### src/rtl/board_player_if.sv
// Bundles the board_player game-side signals; the undo line exists only when
// BOARD_PLAYER_UNDO_EN is defined.
interface board_player_if #(
   parameter int MOVE_W = 8
);
   logic [11:0]       board_in;
   logic              start;
   logic              move_up;
   logic              move_down;
   logic              move_left;
   logic              move_right;
`ifdef BOARD_PLAYER_UNDO_EN
   logic              undo;
`endif
   logic [11:0]       board;
   logic [MOVE_W-1:0] moves;
   logic              playing;
   logic              solved;
   logic              lost;

   modport master (
      output board_in, start, move_up, move_down, move_left, move_right,
`ifdef BOARD_PLAYER_UNDO_EN
      output undo,
`endif
      input  board, moves, playing, solved, lost
   );

   modport slave (
      input  board_in, start, move_up, move_down, move_left, move_right,
`ifdef BOARD_PLAYER_UNDO_EN
      input  undo,
`endif
      output board, moves, playing, solved, lost
   );
endinterface

### src/rtl/board_player.sv
// 2x2 sliding-puzzle player: loads a board on a start rise, applies edge-detected
// moves, counts them and flags solved/lost. Optional one-level undo: BOARD_PLAYER_UNDO_EN.
module board_player #(
   parameter int                MOVE_W    = 8,
   parameter logic [MOVE_W-1:0] MAX_MOVES = 8'd200
) (
   input  logic                 clk_d,
   input  logic                 rst_n,
   board_player_if.slave        bus
);

   typedef enum logic [1:0] {
      ST_IDLE   = 2'd0,
      ST_PLAY   = 2'd1,
      ST_SOLVED = 2'd2,
      ST_LOST   = 2'd3
   } state_t;

   localparam logic [2:0]  BLANK       = 3'b100;
   localparam logic [11:0] BOARD_RESET = 12'b100_100_100_100;

   // Cell i lives at bits [11-3i -: 3]; cell0 is top-left, row-major.
   function automatic logic [2:0] cell_of(input logic [11:0] b, input logic [1:0] i);
      return b[9 - 3*int'(i) +: 3];
   endfunction

   function automatic logic board_valid(input logic [11:0] b);
      int   n_blank = 0;
      logic bad     = 1'b0;
      for (int i = 0; i < 4; i++) begin
         if (cell_of(b, 2'(i)) == BLANK) n_blank++;
         if (cell_of(b, 2'(i)) >  BLANK) bad = 1'b1;
      end
      return (n_blank == 1) && !bad;
   endfunction

   function automatic logic [1:0] blank_idx(input logic [11:0] b);
      logic [1:0] idx = 2'd0;
      for (int i = 0; i < 4; i++)
         if (cell_of(b, 2'(i)) == BLANK) idx = 2'(i);
      return idx;
   endfunction

   function automatic logic board_solved(input logic [11:0] b);
      return (b[2:0] == BLANK) && (b[11:9] < b[8:6]) && (b[8:6] < b[5:3]);
   endfunction

   function automatic logic [11:0] swap_cells(input logic [11:0] b,
                                              input logic [1:0]  x,
                                              input logic [1:0]  y);
      logic [11:0] r = b;
      r[9 - 3*int'(x) +: 3] = cell_of(b, y);
      r[9 - 3*int'(y) +: 3] = cell_of(b, x);
      return r;
   endfunction

   state_t            r_state, w_state_nxt;
   logic [11:0]       r_board, w_board_nxt;
   logic [MOVE_W-1:0] r_moves, w_moves_nxt, w_moves_inc;
   logic              r_playing, r_solved, r_lost;
   logic              r_start_q, r_up_q, r_down_q, r_left_q, r_right_q;
   logic              w_start_rise;
   logic [3:0]        w_rise;
   logic              w_one_move, w_legal, w_do_move;
   logic [1:0]        w_blank, w_tgt;
   logic [11:0]       w_swapped;

   assign w_start_rise = bus.start & ~r_start_q;
   assign w_rise       = {bus.move_up    & ~r_up_q,   bus.move_down  & ~r_down_q,
                          bus.move_left  & ~r_left_q, bus.move_right & ~r_right_q};
   assign w_one_move   = $onehot(w_rise);
   assign w_blank      = blank_idx(r_board);
   assign w_moves_inc  = r_moves + MOVE_W'(1);
   assign w_swapped    = swap_cells(r_board, w_blank, w_tgt);

   always_comb begin
      // NOTE: every always_comb output is defaulted first so no path leaves it unassigned (no latch).
      w_legal = 1'b0;
      w_tgt   = 2'd0;
      if (w_rise[3]) begin
         w_legal = w_blank[1];
         w_tgt   = w_blank - 2'd2;
      end else if (w_rise[2]) begin
         w_legal = ~w_blank[1];
         w_tgt   = w_blank + 2'd2;
      end else if (w_rise[1]) begin
         w_legal = w_blank[0];
         w_tgt   = w_blank - 2'd1;
      end else if (w_rise[0]) begin
         w_legal = ~w_blank[0];
         w_tgt   = w_blank + 2'd1;
      end
   end

`ifdef BOARD_PLAYER_UNDO_EN
   logic        r_undo_q, r_prev_valid, w_prev_valid_nxt;
   logic [11:0] r_prev_board, w_prev_board_nxt;
   logic        w_undo_rise, w_do_undo;

   assign w_undo_rise = bus.undo & ~r_undo_q;
   // An undo coinciding with any move rise cancels both.
   assign w_do_move   = w_one_move && w_legal && !w_undo_rise;
   assign w_do_undo   = w_undo_rise && (w_rise == 4'd0) && r_prev_valid;
`else
   assign w_do_move   = w_one_move && w_legal;
`endif

   always_comb begin
      w_state_nxt = r_state;
      w_board_nxt = r_board;
      w_moves_nxt = r_moves;
`ifdef BOARD_PLAYER_UNDO_EN
      w_prev_board_nxt = r_prev_board;
      w_prev_valid_nxt = r_prev_valid;
`endif
      if (w_start_rise) begin
         if (board_valid(bus.board_in)) begin
            w_board_nxt = bus.board_in;
            w_moves_nxt = '0;
            w_state_nxt = board_solved(bus.board_in) ? ST_SOLVED : ST_PLAY;
`ifdef BOARD_PLAYER_UNDO_EN
            w_prev_valid_nxt = 1'b0;
`endif
         end
      end else if (!bus.start) begin
         w_state_nxt = ST_IDLE;
      end else if (r_state == ST_PLAY) begin
         if (w_do_move) begin
            w_board_nxt = w_swapped;
            w_moves_nxt = w_moves_inc;
            if (board_solved(w_swapped))       w_state_nxt = ST_SOLVED;
            else if (w_moves_inc == MAX_MOVES) w_state_nxt = ST_LOST;
`ifdef BOARD_PLAYER_UNDO_EN
            w_prev_board_nxt = r_board;
            w_prev_valid_nxt = 1'b1;
         end else if (w_do_undo) begin
            w_board_nxt      = r_prev_board;
            w_moves_nxt      = r_moves - MOVE_W'(1);
            w_prev_valid_nxt = 1'b0;
`endif
         end
      end
   end

   always_ff @(posedge clk_d or negedge rst_n) begin
      if (!rst_n) begin
         r_state   <= ST_IDLE;
         r_board   <= BOARD_RESET;
         r_moves   <= '0;
         r_playing <= 1'b0;
         r_solved  <= 1'b0;
         r_lost    <= 1'b0;
         r_start_q <= 1'b0;
         r_up_q    <= 1'b0;
         r_down_q  <= 1'b0;
         r_left_q  <= 1'b0;
         r_right_q <= 1'b0;
      end else begin
         // NOTE: non-blocking so every register samples pre-edge values, as the flops do.
         r_state   <= w_state_nxt;
         r_board   <= w_board_nxt;
         r_moves   <= w_moves_nxt;
         r_playing <= (w_state_nxt == ST_PLAY);
         r_solved  <= (w_state_nxt == ST_SOLVED);
         r_lost    <= (w_state_nxt == ST_LOST);
         r_start_q <= bus.start;
         r_up_q    <= bus.move_up;
         r_down_q  <= bus.move_down;
         r_left_q  <= bus.move_left;
         r_right_q <= bus.move_right;
      end
   end

`ifdef BOARD_PLAYER_UNDO_EN
   always_ff @(posedge clk_d or negedge rst_n) begin
      if (!rst_n) begin
         r_undo_q     <= 1'b0;
         r_prev_valid <= 1'b0;
         r_prev_board <= BOARD_RESET;
      end else begin
         r_undo_q     <= bus.undo;
         r_prev_valid <= w_prev_valid_nxt;
         r_prev_board <= w_prev_board_nxt;
      end
   end
`endif

   assign bus.board   = r_board;
   assign bus.moves   = r_moves;
   assign bus.playing = r_playing;
   assign bus.solved  = r_solved;
   assign bus.lost    = r_lost;

endmodule
### src/flat_wrapper.sv
// flat-port wrapper written by rule: the top's interface ports become plain ports
module board_player_flat 
#(
   parameter int                MOVE_W    = 8,
   parameter logic [MOVE_W-1:0] MAX_MOVES = 8'd200
)
  (clk_d, rst_n, bus_board_in, bus_start, bus_move_up, bus_move_down, bus_move_left, bus_move_right, bus_board, bus_moves, bus_playing, bus_solved, bus_lost);
  board_player_if #(.MOVE_W(MOVE_W)) bus_i ();
  input  logic clk_d;
  input  logic rst_n;
  input wire logic [$bits(bus_i.board_in)-1:0] bus_board_in;
  input wire logic [$bits(bus_i.start)-1:0] bus_start;
  input wire logic [$bits(bus_i.move_up)-1:0] bus_move_up;
  input wire logic [$bits(bus_i.move_down)-1:0] bus_move_down;
  input wire logic [$bits(bus_i.move_left)-1:0] bus_move_left;
  input wire logic [$bits(bus_i.move_right)-1:0] bus_move_right;
  output wire logic [$bits(bus_i.board)-1:0] bus_board;
  output wire logic [$bits(bus_i.moves)-1:0] bus_moves;
  output wire logic [$bits(bus_i.playing)-1:0] bus_playing;
  output wire logic [$bits(bus_i.solved)-1:0] bus_solved;
  output wire logic [$bits(bus_i.lost)-1:0] bus_lost;
  assign bus_i.board_in = bus_board_in;
  assign bus_i.start = bus_start;
  assign bus_i.move_up = bus_move_up;
  assign bus_i.move_down = bus_move_down;
  assign bus_i.move_left = bus_move_left;
  assign bus_i.move_right = bus_move_right;
  assign bus_board = bus_i.board;
  assign bus_moves = bus_i.moves;
  assign bus_playing = bus_i.playing;
  assign bus_solved = bus_i.solved;
  assign bus_lost = bus_i.lost;
  board_player #(.MOVE_W(MOVE_W), .MAX_MOVES(MAX_MOVES)) u_core (.clk_d(clk_d), .rst_n(rst_n), .bus(bus_i));
endmodule
### config.mk
export PLATFORM = sky130hd
export DESIGN_NAME = board_player_flat
export DESIGN_NICKNAME = d
export VERILOG_FILES = /design/src/rtl/board_player_if.sv /design/src/rtl/board_player.sv /design/src/flat_wrapper.sv
export SDC_FILE = /design/constraint.sdc
export NUM_CORES = 1
export LEC_CHECK = 0
export CORE_ASPECT_RATIO = 1.5
export CORE_MARGIN = 5
export CORE_UTILIZATION = 60
export CTS_CLUSTER_DIAMETER = 40
export CTS_CLUSTER_SIZE = 40
export DETAILED_ROUTE_END_ITERATION = 7
export PLACE_DENSITY = 0.85
export SLEW_MARGIN = 20
export SYNTH_ARGS = -nofsm -noshare
export SYNTH_HDL_FRONTEND = slang
export SYNTH_SLANG_ARGS = --single-unit
### constraint.sdc
create_clock -name clk_d -period 11.8 [get_ports clk_d]
set_input_delay 2.36 -clock clk_d [delete_from_list [all_inputs] [get_ports clk_d]]
set_output_delay 2.36 -clock clk_d [all_outputs]
set_load 0.05 [all_outputs]
* Word level (Yosys, flattened, before mapping)
Cells that the tools add are included.
** Storage, ports and cells
- Memories :: 0
- Latch bits :: 0
- Memory bits (writable) :: 0
- Bits in read-only memories :: 0
- Bits in registers :: 30
- Output and inout bits :: 23
** Cells by class
- Bitwise logic cells :: 12
- Equal/unequal tests :: 16
- Reductions and logical operators :: 11
- Shifts and indexed selects :: 6
- Multiplexer cells :: 44
- Multipliers :: 2
- Div/mod/pow operators :: 0
- $lt $le $gt $ge :: 8
- $add $sub $neg :: 15
** Operator list (number)
- 2-to-1 mux 32 bit :: 7
- adder 32 x 2 -> 32 bit, second input constant :: 3
- negation 32 -> 33 bit :: 2
- variable shift 3 x 33 -> 12 bit, first input constant :: 2
- indexed part select 3 x 33 -> 12 bit :: 2
- indexed part select 12 x 32 -> 3 bit :: 2
- subtractor 5 x 32 -> 32 bit, first input constant :: 2
- 2-to-1 mux 12 bit :: 5
- 2-to-1 mux 8 bit :: 5
- == test 32 x 2 -> 1 bit, second input constant :: 1
- 2-to-1 mux 2 bit :: 14
- bitwise mux 12 bit :: 2
- == test 3 bit, second input constant :: 8
- greater-than comparator 3 bit, second input constant :: 4
- less-than comparator 3 bit :: 4
- 2-to-1 mux 1 bit :: 11
- adder 8 x 1 -> 8 bit, second input constant :: 1
- == test 8 bit, second input constant :: 1
- multiplier 2 x 2 -> 4 bit, first input constant :: 2
- NOT 1 bit :: 7
- logical AND 1 bit :: 6
- nonzero test 2 bit :: 3
- AND 1 bit :: 5
- adder 1 x 1 -> 2 bit :: 2
- other kinds (11) :: 13

* Longest topological paths before layout
Gate-level depths: netlist of run 1.
- Depth in word-level cells :: 24
- Gate-level depth with buffers :: 30
- Mapped depth without buffers :: 27

* Least setup slack after synthesis of run 1
No wires, ideal clock.
- Kind :: input -> register
- Start point :: input bus_move_left
- End point :: register u_core.r_playing (netlist: u_core.bus.playing)
- Path slack :: 4950 ps
- Stages :: 25
- Data arrival time :: 6731 ps
- Data required time :: 11681 ps
- Path through :: nand2b_1 > clkinv_1 > nor3_1 > a21oi_1 > o21a_1 > buf_2 > ha_1 > nor2_1 > clkbuf_1 > nand3_1 > a21oi_1 > a2111oi_0 > a32oi_2 > and2_1 > o2111ai_1 > a21oi_1 > or2_2 > ha_1 > nand2_1 > nand3_1 > o221a_1 > o22ai_1 > o2111a_2 > a21oi_2 > and2_1
** Between the ends
- Cells in the longest elaborated chain, start to end :: 19
- Elaborated cells on any way between the ends :: 31
- Classes of those cells :: 4 x add/sub; 1 x mul; 2 x order compare; 3 x eq/ne; 4 x shift; 13 x mux; 1 x bitwise; 3 x reduce/logical
** Ends and longest elaborated chain
- start, declared :: line flat_wrapper.sv:15 : input wire logic [$bits(bus_i.move_left)-1:0] bus_move_left;
- AND 1 bit * :: line board_player.sv:70 : bus.move_left & ~r_left_q, bus.move_right & ~r_right_q};
- parallel branches: the longest is 13 deep, another holds negation 32 -> 33 bit
- 2-to-1 mux 2 bit * :: line board_player.sv:128 : if (w_do_move) begin
- 2-to-1 mux 2 bit * :: line board_player.sv:127 : end else if (r_state == ST_PLAY) begin
- 2-to-1 mux 2 bit * :: line board_player.sv:125 : end else if (!bus.start) begin
- 2-to-1 mux 2 bit * :: line board_player.sv:116 : if (w_start_rise) begin
- == test 2 x 1 -> 1 bit * :: line board_player.sv:163 : r_playing <= (w_state_nxt == ST_PLAY);
- end signal, assigned :: line board_player.sv:163
- end, declared :: line board_player.sv:60 : logic r_playing, r_solved, r_lost;
Every way passes the cells marked *.
A chain may end at the register's enable or synchronous reset.

* Worst setup path after layout of run 1
Same ends and word-level chain as after synthesis.

==> flow_metrics.py, run 1 <==
metrics = {
    "worst_hold_path": {
        "hold_depth": 1,
        "hp-start": "u_core.bus.moves[7]",
        "whs_endpoint": "u_core.bus.moves[7]",
        "hp-class": "flop to flop",
    },
    "power": {
        "clockPowerShare_pct": 11.0,
        "max-vdd-ir-drop_v": 0.000200,
        "leakage_uw": 0.00177,
        "power_frac_comb_pct": 73.0,
        "p_int_uw": 498,
        "switching_share_pct": 58.3,
        "power.switching_uw": 697,
        "power.density_nw_per_um2": 279,
        "p_seq_share_pct": 16.0,
    },
    "setup_path": {
        "r2r_start": "u_core.bus.board[3]",
        "path_depth": 26,
        "rrSetupSlack_ns": 3.43,
        "path_max_fanout": 13,
        "critPathKind": "input port to flop",
        "critPathLaunchType": "input port",
        "critPathSlowestCell": "o21a_1",
        "worstReg2RegEnd": "u_core.bus.playing",
        "cp.buffers_inverters": 5,
        "required_ns": 11.98,
        "r2r_cells": 28,
        "cp.arrival_ns": 8.60,
        "endpoint_kind": "flop",
        "critical_path.max_stage_delay_ns": 0.54,
        "critPathTopFamily": "compound AO/OA/AOI/OAI gates",
    },
    "global_routing": {
        "grt_pass1_wl_mm": 22.5,
        "track_usage_pct": 36.2,
        "antenna_found_initial": 0,
        "grt_pass1_vias": 4344,
        "grt_max_degree": 31,
        "overflow": 0,
    },
    "cells_and_area": {
        "final_nets": 568,
        "n_antenna_cell": 0,
        "mostFrequentLayoutCells": "nand2_1, nor2_1, clkdlybuf4s50_1",
        "layout-drive-gt1-share_pct": 8.35,
        "final_common_cell": "nand2_1",
        "syn_to_final_growth_pct": 13.3,
    },
    "timing": {
        "period_share_pct": 71.4,
        "hold_viol": 0,
        "rsz0062_at_grt": "false",
        "finalClockSkew_ns": 0.0125,
        "setup_violations": 0,
        "tns_ns": 0,
        "maxSlewViolCount": 0,
        "fmax_mhz": 119,
        "relSlewSlack_pct": 34.8,
        "setup_ws_ns": 3.38,
        "tightest_slew_ns": 0.973,
        "post-route-min-period_ns": 8.42,
    },
    "synthesis": {
        "synth.ff_latch_count": 30,
        "synth_edf_count": 0,
        "syn_area_sq_um": 3780,
        "synthFlopType": "dfrtp_1",
        "avgSynthCellArea_sq_um": 7.48,
        "ys_seq_area_share_pct": 20.0,
        "netlist_instances": 506,
        "ys_types": 79,
        "ys_async_sr_fraction_pct": 100,
        "synth.net_count": 548,
        "ys.warnings.count": 0,
    },
    "floorplanning": {
        "die-height_microns": 107,
        "io_pins": 42,
        "die_w_microns": 74.9,
        "std_cell_rows": 35,
        "start_util_pct": 61.7,
        "core_sq_um": 6130,
        "die-area_sq_um": 8030,
    },
    "cts": {
        "ctsHtreeMaxLevel": 2,
        "clockBufferDepth": 2,
        "cts_setup_buffers": 0,
        "ctsHoldBuffers": 0,
        "cts_buffers": 5,
        "clock_latency_ns": 0.29,
        "cts_tree": "done",
        "clkTransAtPathRegs_ns": 0.07,
        "clock-sinks": 30,
        "root_buffer": "clkbuf_8",
        "ctsResizeCount": 0,
    },
    "placed_design": {
        "dp_slack_ns": 3.38,
        "hpwl_mm": 10.3,
        "io_buffers": 41,
        "gp_congestion": 1.06,
    },
    "routing": {
        "drc": 0,
        "drtAntennaViolNets": 0,
        "route.vias.total": 4392,
        "drtIter0Drc": 448,
        "drt_wl_total_mm": 14.0,
        "dr.pass1.iters": 6,
        "via_per_inst": 7.31,
        "wire_per_inst_microns": 23.2,
    },
    "job": {
        "maxCapViolCount": 0,
    },
    "status": {
        "status": "completed",
    },
}
==> layer usage <==
layer | global-route usage, % | part of all wire [%] | vias up
li1 | - | - | 1943
met1 | 41.0 | 35 | 2042
met4 | 20.7 | 7.2 | 0
met3 | 8.04 | 9.0 | 87
met5 | 0 | 0 | -
met2 | 60.4 | 49 | 320
==> power by group through the flow <==
stage	Combinational, uW	Clock, uW	Sequential (uW)
after floorplan	607	0	188
after global placement	826	0	189
after detailed placement	827	0	185
after CTS	832	131	183
after global routing	927	138	189
final	873	132	191
==> area by class of cell <==
cell class	instances	area, sq um
multi-input cells	415	2750
repair buffers	43	425
clock buffers	6	82.6
well taps	74	92.6
flip-flops and latches	30	756
fillers	516	1840
inverters	31	119
clock inverters	2	60.1
==> synth_stat cells, types with 8 or more instances <==
master | n | area [sq um]
inv_1 | 27 | 101
clkbuf_1 | 15 | 56.3
nand2b_1 | 8 | 50.1
mux2i_1 | 10 | 100
dfrtp_1 | 26 | 651
ha_1 | 22 | 275
and2_1 | 8 | 50.1
o21ai_0 | 40 | 200
nor3_1 | 19 | 95.1
nand2_1 | 60 | 225
nand3_1 | 24 | 120
nor2_1 | 41 | 154
a21oi_1 | 28 | 140
a31oi_1 | 9 | 56.3
==> through the flow <==
| step | area, sq um | total power [uW] | util, % | std cells | hold WS (ns) |
|---|---|---|---|---|---|
| 6_report | 4290 | 1200 | 70.0 | 601 | 0.541 |
| 5_1_grt | 4290 | 1250 | 70.0 | 601 | 0.569 |
| 4_1_cts | 4290 | 1150 | 70.0 | 601 | 0.541 |
| 3_5_place_dp | 4150 | 1010 | 67.6 | 593 | 0.523 |
| 3_3_place_gp | 4140 | 1010 | 67.5 | 593 | 0.516 |
| 2_1_floorplan | 3780 | 795 | - | 506 | 0.620 |
==> cells by family (layout without fill, tap and decap cells) <==
group | Yosys count | in the layout | share of synthesized area, %
and+or+nand+nor | 199 | 199 | 26.5
muxes | 14 | 14 | 3.93
AOI/OAI and AO/OA | 176 | 176 | 33.7
adders and majority gates | 23 | 23 | 7.80
xor gates and xnor gates | 3 | 3 | 0.694
DFF | 30 | 30 | 20.0
buffers and inverters | 61 | 82 | 7.44
==> flip-flops by register name, summed over array words and instances (netlist names) <==
| register | cells |
|---|---|
| u_core.bus.moves | 8 |
| u_core.r_start_q | 1 |
| u_core.bus.board | 12 |
| u_core.r_left_q | 1 |
| u_core.bus.lost | 1 |
| u_core.bus.solved | 1 |
| u_core.r_up_q | 1 |
| u_core.r_down_q | 1 |
| u_core.r_state | 2 |
| u_core.bus.playing | 1 |
| u_core.r_right_q | 1 |
==> worst max-delay path by stage <==
stage	to	slack, ns	start
global placement	u_core.bus.playing	3.42	bus_move_left
CTS	u_core.bus.playing	3.66	bus_move_left
detailed placement	u_core.bus.playing	3.38	bus_move_left
floorplan	u_core.bus.playing	4.95	bus_move_left
finish	u_core.bus.playing	3.38	bus_move_left
global route	u_core.bus.playing	2.99	bus_move_left
Power figures use the tool's default switching activity.
==> run 2, diff against run 1 <==
--- a/config.mk
+++ b/config.mk
@@ -7,11 +7,11 @@
 export LEC_CHECK = 0
 export CORE_ASPECT_RATIO = 1.5
 export CORE_MARGIN = 5
-export CORE_UTILIZATION = 60
+export CORE_UTILIZATION = 58
 export CTS_CLUSTER_DIAMETER = 40
 export CTS_CLUSTER_SIZE = 40
 export DETAILED_ROUTE_END_ITERATION = 7
-export PLACE_DENSITY = 0.85
+export PLACE_DENSITY = 0.83
 export SLEW_MARGIN = 20
 export SYNTH_ARGS = -nofsm -noshare
 export SYNTH_HDL_FRONTEND = slang
==> constraint.sdc (replaced) <==
create_clock -name clk_d -period 8.2 [get_ports clk_d]
set_input_delay 1.64 -clock clk_d [delete_from_list [all_inputs] [get_ports clk_d]]
set_output_delay 1.64 -clock clk_d [all_outputs]
set_load 0.05 [all_outputs]
==> run 2 against run 1 <==
Against the previous run: first-iteration DRC count up 8.3%; sequential power up 30%; clock-buffer cell count unchanged; setup slack worse by 2.5 ns; utilization down 2.5 points; clock skew about the same; non-clock buffer count up 14; via count up 3.4%; hold slack better by 0.00089 ns; clock power down 3%; highest routed layer unchanged.
==> flow_metrics.py, run 2 (synthesis gave the netlist of run 1 again) <==
metrics = {
    "power": {
        "max-vdd-ir-drop_v": 0.000247,
        "power.total_uw": 1720,
        "leakage_uw": 0.00181,
        "power.density_nw_per_um2": 396,
    },
    "global_routing": {
        "grt_max_degree": 31,
        "grt_pass1_wl_mm": 23.4,
        "track_usage_pct": 35.5,
        "overflow": 0,
        "antenna_found_initial": 0,
        "grt_pass1_vias": 4448,
    },
    "cells_and_area": {
        "final_nets": 582,
        "largest_register_ffs": 12,
        "n_antenna_cell": 0,
        "syn_to_final_growth_pct": 14.7,
        "final_common_cell": "nand2_1",
        "mostFrequentLayoutCells": "nand2_1, nor2_1, clkdlybuf4s50_1",
        "layout-drive-gt1-share_pct": 10.5,
    },
    "timing": {
        "tightest_slew_ns": 0.822,
        "post-route-min-period_ns": 7.31,
        "period_share_pct": 89.1,
        "finalClockSkew_ns": 0.0123,
        "tns_ns": 0,
        "maxSlewViolCount": 0,
        "relSlewSlack_pct": 45.1,
        "hold_ws_ns": 0.542,
        "hold_viol": 0,
        "setup_ws_ns": 0.892,
        "rsz0062_at_grt": "false",
        "fmax_mhz": 137,
        "setup_violations": 0,
    },
    "cts": {
        "cts_buffers": 5,
        "clkTransAtPathRegs_ns": 0.07,
        "cts_setup_buffers": 0,
        "root_buffer": "clkbuf_8",
        "clock-sinks": 30,
        "ctsHtreeMaxLevel": 2,
        "cts_tree": "done",
        "clockBufferDepth": 2,
        "ctsHoldBuffers": 0,
        "clock_latency_ns": 0.30,
        "ctsResizeCount": 0,
    },
    "setup_path": {
        "critPathLaunchType": "input port",
        "r2r_cells": 27,
        "critPathSlowestCell": "a32oi_1",
        "required_ns": 8.39,
        "endpoint_kind": "flop",
        "worstReg2RegEnd": "u_core.bus.playing",
        "critPathKind": "input port to flop",
        "r2r_start": "u_core.bus.board[2]",
        "path_max_fanout": 12,
        "cp.arrival_ns": 7.50,
        "critPathTopFamily": "compound AO/OA/AOI/OAI gates",
        "cp.buffers_inverters": 4,
        "critical_path.max_stage_delay_ns": 0.45,
        "rrSetupSlack_ns": 1.06,
    },
    "placed_design": {
        "dp_slack_ns": 0.865,
        "hpwl_mm": 10.8,
        "gp_congestion": 1.07,
        "io_buffers": 41,
    },
    "routing": {
        "dr.pass1.iters": 6,
        "via_per_inst": 7.36,
        "drtIter0Drc": 485,
        "wire_per_inst_microns": 23.8,
        "drt_wl_total_mm": 14.7,
        "drtAntennaViolNets": 0,
        "route.vias.total": 4542,
        "drc": 0,
    },
    "worst_hold_path": {
        "hp-class": "flop to flop",
        "hold_depth": 1,
        "whs_endpoint": "u_core.bus.moves[7]",
        "hp-start": "u_core.bus.moves[7]",
    },
    "floorplanning": {
        "die_w_microns": 76.0,
        "core_sq_um": 6440,
        "io_pins": 42,
        "std_cell_rows": 36,
        "die-height_microns": 109,
        "start_util_pct": 58.8,
        "die-area_sq_um": 8270,
    },
    "job": {
        "maxCapViolCount": 0,
    },
    "status": {
        "status": "completed",
    },
}
-- run 2: worst max path at each step --
| stage | slack, ns | from | end | cells past startpoint |
|---|---|---|---|---|
| floorplan | 1.77 | u_core.bus.board[5] | u_core.bus.playing | 30 |
| CTS | 1.16 | bus_move_left | u_core.bus.playing | 27 |
| global route | 0.56 | bus_move_left | u_core.bus.playing | 27 |
| global placement | 0.90 | bus_move_left | u_core.bus.playing | 27 |
| detailed placement | 0.86 | bus_move_left | u_core.bus.playing | 27 |
| finish | 0.89 | bus_move_left | u_core.bus.playing | 27 |
-- run 2: worst reg2reg max path, stage by stage (launching register included) --
cell and delay [ns]:
dfstp_2 0.71, nor3b_2 0.59, nor2_1 0.17, ha_1 0.52, nor3_1 0.26, a21oi_1 0.11, o21a_1 0.27, inv_1 0.25
ha_1 0.33, nor2_1 0.10, buf_4 0.19, o21ai_0 0.18, o31ai_1 0.13, a311oi_1 0.39, a31oi_1 0.19, a32oi_1 0.45
mux2i_1 0.17, mux2i_1 0.21, a2bb2oi_1 0.21, a21oi_1 0.12, ha_1 0.33, nand2_1 0.12, nand3_1 0.09, o221a_1 0.27
o22ai_1 0.14, o2111a_2 0.27, a21oi_2 0.09, and2_1 0.15
-- run 2: cell type report --
class,count,area (sq um)
clock inverter,2,12.5
fill,513,2100
inverter,31,119
tap,76,95.1
multi-input combinational,415,2750
timing repair buffer,57,531
clock buffer,6,82.6
sequential,30,756
-- run 2: stage by stage --
stage	std cells	util (%)	instance area, sq um
CTS	617	67.4	4340
global placement	609	65.9	4250
global route	617	67.4	4340
finish	617	67.4	4340
floorplan	506	-	3780
detailed placement	609	65.9	4250
-- run 2: where the power goes --
group	switching (uW)	leakage [uW]	total [uW]	internal, uW
sequential	75.8	0.000380	249	173
clock	60.4	0.0000472	128	67.4
combinational	892	0.00138	1340	449
total	1030	0.00181	1720	689
-- run 2: metal layers --
| metal | vias to the layer above | wire length (microns) | GRT usage, % |
|---|---|---|---|
| met3 | 97 | 1290 | 5.12 |
| li1 | 1969 | - | - |
| met2 | 348 | 7280 | 61.6 |
| met4 | 0 | 1080 | 25.3 |
| met1 | 2128 | 5000 | 39.6 |
| met5 | - | 0 | 0 |
